<file path="config.mk">
export PLATFORM = sky130hd
export DESIGN_NAME = vga_scanout
export DESIGN_NICKNAME = d
export VERILOG_FILES = /design/src/rtl/vga_scanout.sv
export SDC_FILE = /design/constraint.sdc
export NUM_CORES = 1
export LEC_CHECK = 0
export CAP_MARGIN = 40
export CELL_PAD_IN_SITES_DETAIL_PLACEMENT = 1
export CELL_PAD_IN_SITES_GLOBAL_PLACEMENT = 1
export CORE_MARGIN = 1
export CORE_UTILIZATION = 40
export DETAILED_ROUTE_END_ITERATION = 7
export PLACE_DENSITY = 0.95
export SLEW_MARGIN = 15
export SYNTH_ARGS = -nofsm -noshare
export SYNTH_HDL_FRONTEND = slang
export SYNTH_SLANG_ARGS = --single-unit
export TNS_END_PERCENT = 20
</file>
<file path="constraint.sdc">
create_clock -name clk -period 6.45 [get_ports clk]
set_input_delay 1.29 -clock clk [delete_from_list [all_inputs] [get_ports clk]]
set_output_delay 1.29 -clock clk [all_outputs]
set_load 0.005 [all_outputs]
</file>
<file path="src/rtl/vga_scanout.sv">
`default_nettype none
// ============================================================================
//  Module      : vga_scanout
//  Description : Display-side framebuffer reader. Generates raster timing
//                (640x480@60 by default), fetches one 32-bit framebuffer word
//                one cycle ahead of the first of its four pixels, unpacks
//                four RGB332 pixels per word, and drives registered
//                hsync/vsync/de/rgb/frame_start to the DAC stage.
//  Revision    : 1.0  - initial release
// ============================================================================
module vga_scanout #(
  parameter int                    ADDR_WIDTH = 32,
  parameter int                    DATA_WIDTH = 32,
  parameter logic [ADDR_WIDTH-1:0] FB_BASE    = '0,
  parameter int                    H_ACTIVE   = 640,
  parameter int                    H_FP       = 16,
  parameter int                    H_SYNC     = 96,
  parameter int                    H_BP       = 48,
  parameter int                    V_ACTIVE   = 480,
  parameter int                    V_FP       = 10,
  parameter int                    V_SYNC     = 2,
  parameter int                    V_BP       = 33
) (
  input  logic                  clk,
  input  logic                  rst,
  output logic                  fb_ren,
  output logic [ADDR_WIDTH-1:0] fb_raddr,
  input  logic [DATA_WIDTH-1:0] fb_rdata,
  output logic                  hsync,
  output logic                  vsync,
  output logic                  de,
  output logic [7:0]            rgb,
  output logic                  frame_start
);

  // --------------------------------------------------------------------------
  // Derived geometry. Counter widths carry one bit of headroom so every
  // region boundary (including the totals themselves) is representable.
  // --------------------------------------------------------------------------
  localparam int c_h_total = H_ACTIVE + H_FP + H_SYNC + H_BP;
  localparam int c_v_total = V_ACTIVE + V_FP + V_SYNC + V_BP;
  localparam int c_hw      = $clog2(c_h_total + 1);
  localparam int c_vw      = $clog2(c_v_total + 1);
  localparam int c_words   = (H_ACTIVE * V_ACTIVE) / 4;
  localparam int c_iw      = (c_words > 1) ? $clog2(c_words) : 1;

  localparam logic [c_hw-1:0] c_h_last     = c_hw'(c_h_total - 1);
  localparam logic [c_hw-1:0] c_h_act      = c_hw'(H_ACTIVE);
  localparam logic [c_hw-1:0] c_hs_start   = c_hw'(H_ACTIVE + H_FP);
  localparam logic [c_hw-1:0] c_hs_end     = c_hw'(H_ACTIVE + H_FP + H_SYNC);
  localparam logic [c_hw-1:0] c_h_one      = c_hw'(1);

  localparam logic [c_vw-1:0] c_v_last     = c_vw'(c_v_total - 1);
  localparam logic [c_vw-1:0] c_v_act      = c_vw'(V_ACTIVE);
  localparam logic [c_vw-1:0] c_vs_start   = c_vw'(V_ACTIVE + V_FP);
  localparam logic [c_vw-1:0] c_vs_end     = c_vw'(V_ACTIVE + V_FP + V_SYNC);
  localparam logic [c_vw-1:0] c_v_one      = c_vw'(1);

  localparam logic [c_iw-1:0] c_idx_last   = c_iw'(c_words - 1);
  localparam logic [c_iw-1:0] c_idx_one    = c_iw'(1);

  // --------------------------------------------------------------------------
  // State
  // --------------------------------------------------------------------------
  logic [c_hw-1:0]         h_cnt_q,    h_cnt_d;
  logic [c_vw-1:0]         v_cnt_q,    v_cnt_d;
  logic [c_iw-1:0]         word_idx_q, word_idx_d;
  // Byte 0 of each word is consumed straight from fb_rdata, so only the
  // three upper bytes need to be held for the following three pixels.
  logic [DATA_WIDTH-1:8]   word_q,     word_d;

  logic                    hsync_q,       hsync_d;
  logic                    vsync_q,       vsync_d;
  logic                    de_q,          de_d;
  logic [7:0]              rgb_q,         rgb_d;
  logic                    frame_start_q, frame_start_d;

  // --------------------------------------------------------------------------
  // Combinational helpers
  // --------------------------------------------------------------------------
  logic                    w_h_wrap;
  logic                    w_v_wrap;
  logic                    w_nxt_active;
  logic                    w_cur_active;
  logic                    w_hs_region;
  logic                    w_vs_region;
  logic [1:0]              w_lane;
  logic [7:0]              w_pixel;

  // Raster counters: h wraps every line, v steps on each h wrap.
  always_comb begin
    w_h_wrap = (h_cnt_q == c_h_last);
    w_v_wrap = (v_cnt_q == c_v_last);

    h_cnt_d = w_h_wrap ? '0 : (h_cnt_q + c_h_one);

    v_cnt_d = v_cnt_q;
    if (w_h_wrap) begin
      v_cnt_d = w_v_wrap ? '0 : (v_cnt_q + c_v_one);
    end
  end

  // Prefetch: request the word whose first pixel lands on the next counter
  // position, so the data arrives exactly when that pixel is displayed.
  always_comb begin
    w_nxt_active = (h_cnt_d < c_h_act) && (v_cnt_d < c_v_act);
    fb_ren       = ~rst & w_nxt_active & (h_cnt_d[1:0] == 2'b00);

    word_idx_d = word_idx_q;
    if (fb_ren) begin
      word_idx_d = (word_idx_q == c_idx_last) ? '0 : (word_idx_q + c_idx_one);
    end

    fb_raddr = FB_BASE + ADDR_WIDTH'(word_idx_q);
  end

  // Unpack: lane 0 comes from the freshly returned word, lanes 1..3 from the
  // copy captured alongside it.
  always_comb begin
    w_cur_active = (h_cnt_q < c_h_act) && (v_cnt_q < c_v_act);
    w_lane       = h_cnt_q[1:0];

    word_d = word_q;
    if (w_cur_active && (w_lane == 2'd0)) begin
      word_d = fb_rdata[DATA_WIDTH-1:8];
    end

    case (w_lane)
      2'd0:    w_pixel = fb_rdata[7:0];
      2'd1:    w_pixel = word_q[15:8];
      2'd2:    w_pixel = word_q[23:16];
      default: w_pixel = word_q[31:24];
    endcase
  end

  // Output stage next-state: every DAC-facing signal is derived from the
  // same counter position so all of them share one cycle of latency.
  always_comb begin
    w_hs_region   = (h_cnt_q >= c_hs_start) && (h_cnt_q < c_hs_end);
    w_vs_region   = (v_cnt_q >= c_vs_start) && (v_cnt_q < c_vs_end);

    hsync_d       = ~w_hs_region;
    vsync_d       = ~w_vs_region;
    de_d          = w_cur_active;
    rgb_d         = w_cur_active ? w_pixel : 8'h00;
    frame_start_d = (h_cnt_q == '0) && (v_cnt_q == '0);
  end

  // Counter, fetch-index and word-holding registers. Reset parks the raster
  // on its final position so the first free-running cycle is the prefetch
  // for pixel (0,0).
  always_ff @(posedge clk) begin
    if (rst) begin
      h_cnt_q    <= c_h_last;
      v_cnt_q    <= c_v_last;
      word_idx_q <= '0;
      word_q     <= '0;
    end else begin
      h_cnt_q    <= h_cnt_d;
      v_cnt_q    <= v_cnt_d;
      word_idx_q <= word_idx_d;
      word_q     <= word_d;
    end
  end

  // Registered outputs toward the DAC/pin stage; syncs idle high.
  always_ff @(posedge clk) begin
    if (rst) begin
      hsync_q       <= 1'b1;
      vsync_q       <= 1'b1;
      de_q          <= 1'b0;
      rgb_q         <= 8'h00;
      frame_start_q <= 1'b0;
    end else begin
      hsync_q       <= hsync_d;
      vsync_q       <= vsync_d;
      de_q          <= de_d;
      rgb_q         <= rgb_d;
      frame_start_q <= frame_start_d;
    end
  end

  assign hsync       = hsync_q;
  assign vsync       = vsync_q;
  assign de          = de_q;
  assign rgb         = rgb_q;
  assign frame_start = frame_start_q;

endmodule
`default_nettype wire
</file>
After elaboration in Yosys (flattened, before gate mapping)
Cells that the tools add are included.
Widths: inputs -> output; s select.

cells by class
  eq/ne operators = 5
  reductions and logical operators = 11
  bitwise logic cells = 6
  add/subtract/negate cells = 3
  magnitude comparators = 8
  multiplexer cells = 5

operators with widths
  cell                   number
  $lt 10x10->1 const B   3
  $lt 10x9->1 const B    3
  $mux 10                3
  $pmux 8 s3             1
  $add 10x1->10 const B  2
  $eq 10x10->1 const B   2
  $logic_not 10->1       2
  $add 17x1->17 const B  1
  $eq 17x17->1 const B   1
  $mux 17                1
  $ge 10x10->1 const B   1
  $ge 10x9->1 const B    1
  $logic_and 1x1->1      6
  $logic_not 2->1        2
  $not 1->1              4
  $and 1x1->1            2
  $eq 2x1->1 const B     1
  $eq 2x2->1 const B     1
  $reduce_or 2->1        1

storage, ports and cells
  bits in registers = 73
  bits of input ports = 34
  word-level logic and storage cells = 47
  output and inout port bits = 45

Depth between registers and ports, before layout
  depth after elaboration = 7
  mapped depth = 10

Least setup slack after synthesis
OpenSTA, ideal clock, no wires.

  kind = input-to-output
  start point = in rst
  end point = out fb_ren
  required time = 5.160 ns
  arrival time = 2.055 ns
  cell stages on the path = 4
  path slack = 3.105 ns
  path through = clkinv_1 > o311a_2 > inv_1 > nor3_1

on the way
  cells in the longest elaborated chain, start to end = 3

RTL lines
  what                      line  text
  start, declared           25    input logic rst,
  $not 1->1                 107   fb_ren = ~rst & w_nxt_active & (h_cnt_d[1:0] == 2'b00);
  $and 1x1->1 (2 in a row)  107
  end, declared             26    output logic fb_ren,

No other way between the ends.

Final worst setup path
  start point = reg h_cnt_q[1]
  end point = out fb_ren

on the way
  cells in the longest elaborated chain, start to end = 6

RTL lines
  what                                                  line    text
  start, declared                                       65      logic [c_hw-1:0] h_cnt_q, h_cnt_d;
  start signal, assigned                                154     h_cnt_q <= c_h_last;
  start signal, assigned                                159     h_cnt_q <= h_cnt_d;
  $add 10x1->10 / $eq 10x10->1 (equally long branches)  95, 92
  $mux 10 (on tied branches)                            95, 98
  $lt 10x10->1 / $lt 10x9->1 (equally long branches)    106     w_nxt_active = (h_cnt_d < c_h_act) && (v_cnt_d < c_v_act);
  $logic_and 1x1->1                                     106
  $and 1x1->1                                           107
  $and 1x1->1 *                                         107

Every way passes the cells marked *; elsewhere a longest branch is shown, timed or not.

==> run metrics <==
first-pass GRT wire length 18500 µm; critical path peak fanout 20; synthesized area 0.00365 mm²; die area 0.00952 mm²; Pleak 0.00156 µW; r2r setup slk 2960 ps; reg2reg path depth 7; wire length on met2 5730 µm; clock network latency to the later pin of the worst-skew pair 360 ps; maximum vdd drop 0.179 mV; DP Wirelength 7620 µm; DR pass1 iterations 4; reg2reg end word_idx_q[12]; non-filler instance count after layout 609; Post-synth ARST share 0%; root buf cell clkbuf_8; Port-buffer cells 63; wire length on met3 437 µm; number of global-route vias before repair 3715; Tcrit/Tclk final 79.4%; gate count after technology mapping 444; htree depth 3; Post-Route Skew 11.3 ps; post_cts resized 0; uppermost layer routed met4; startpoint types flop; unrepaired setup endpoints after global routing no; synthesized area per cell 8.23 µm²; WP data required 5160 ps; Setup crit end kind output port; met1 wire length 4730 µm; ys flop type dfxtp_1; GRT Overall Usage 24.3%; Netlist cell types 60; relative slew slack 48.3%; overall overflow remaining after global route 0; vias per cell 5.81; Final Hold Vio Count 0; Slew @ Worst Pin 774 ps; Residual DRC 0; commonest cells after routing, fill and taps aside dfxtp_1, nand2_1, clkdlybuf4s50_1, nor2_1, a21oi_1; EDFF count, synth 0; Clock transition at path regs 80 ps; crit path DAT 3830 ps; status finished, final reports clean; initial antenna violation count 0; Die X 97.6 µm; Final setup viols 0; Crit Path Category flop to output port; max-slew violations 0; power per cell area 312 mW/mm²; remaining antenna violation count 0; Num CTS Buffers 9; setup slack after layout 1330 ps; FF+latch count, synth 73; largest net degree at the start of global routing 34; crit path capture fb_ren; Design Area, Final 0.00453 mm²; fmax 195 MHz; Initial Util 41.7%; min Tclk post-route 5120 ps; layout cells sized above 1 6.59%; vias 3539; GP Congestion 0.880; Post-Route Setup TNS 0 ps; Post-CTS Setup Repair Bufs 0; Tot Pwr 1410 µW; Inserted Diodes 0; # IOs 79; max-cap viol count 0; core outline area 0.00876 mm²; Place WS 1770 ps; CTS tree yes; Layout Area Growth over Synthesis 23.8%; sequential fraction of the synthesis area 40.0%; clk sink count 73; row cnt 34; most common cell after layout, fill and taps aside dfxtp_1; Placed Area 0.00431 mm²; clock buffer depth 2; Total Nets Final 538; HP Class flop to flop; worst flop-to-flop path startpoint h_cnt_q[1]; Avg WL per Cell 18.4 µm; number of DRC markers in iteration 0 187; Detailed Route WL 11200 µm; DP Cell Count 593; CP startpoint h_cnt_q[1]; die height 97.6 µm; cts hold-fix bufs 0; YS warnings 0
[cells by family after synthesis]
logic type      count (synthesis)  synth area share, %
simple gates                  201                 28.4
fa+ha+maj                       8                 2.74
flops                          73                 40.0
xor+xnor                       13                 3.12
buf+inv                        52                 7.33
other cells                     1                0.103
compound gates                 91                 16.8
mux                             5                 1.44
[cell type report]
| type | instances | area, µm² |
|---|---|---|
| timing repair buffer | 68 | 687 |
| sequential | 73 | 1460 |
| multi-input combinational | 333 | 1980 |
| fill | 1067 | 4240 |
| clock inverter | 6 | 90.1 |
| tap | 108 | 135 |
| clock buffer | 10 | 128 |
| inverter | 11 | 41.3 |
[power by group]
group	internal, µW	switching [µW]
sequential	491	84.9
combinational	160	270
clock	220	184
[layer usage]
layer  vias to the layer above  track usage, %
met3                        30            4.46
met1                      1747            28.2
met5                         -               0
met4                         0            11.4
met2                        93            43.0
li1                       1669               -
[critical path, stage by stage (launching register included)]
cell and delay (ps):
dfxtp_1 450, ha_1 670, nand4_2 270, nor3b_2 310, buf_4 230, nand3_1 90, o311a_2 430, inv_1 350
nor3_1 170, clkdlybuf4s50_1 490
[per-stage QoR]
stage               util [%]  hold slack, ps
floorplan                  -             428
global placement        48.7             442
detailed placement      49.2             452
CTS                     51.6             463
global route            51.6             499
finish                  51.6             465
[registers in the layout, indices dropped and copies added, names as in the netlist]
| name | cells |
|---|---|
| de | 1 |
| word_idx_q | 17 |
| frame_start | 1 |
| rgb | 8 |
| h_cnt_q | 10 |
| vsync | 1 |
| v_cnt_q | 10 |
| word_q | 24 |
| hsync | 1 |
[cells in the mapped netlist, drive strengths merged (9+ instances only)]
cell type	n	area share, %
nand2	69	7.1
o21ai	17	2.3
nand3	15	2.1
nor2	36	3.7
clkbuf	16	1.6
and3	11	1.9
a21oi	35	4.8
inv	10	1.0
nor2b	12	2.1
buf	25	4.6
nor4	9	1.5
nand4	12	2.2
dfxtp	73	40
[worst min-delay path by stage]
stage	start	end	slack (ps)	cells past startpoint
finish	word_q[27]	word_q[27]	460	2
global route	word_q[8]	word_q[8]	500	2
CTS	word_q[27]	word_q[27]	460	2
detailed placement	word_q[27]	word_q[27]	450	2
global placement	word_q[11]	word_q[11]	440	2
floorplan	v_cnt_q[3]	vsync	430	1
Note: power is estimated with default switching activity, not from simulation.
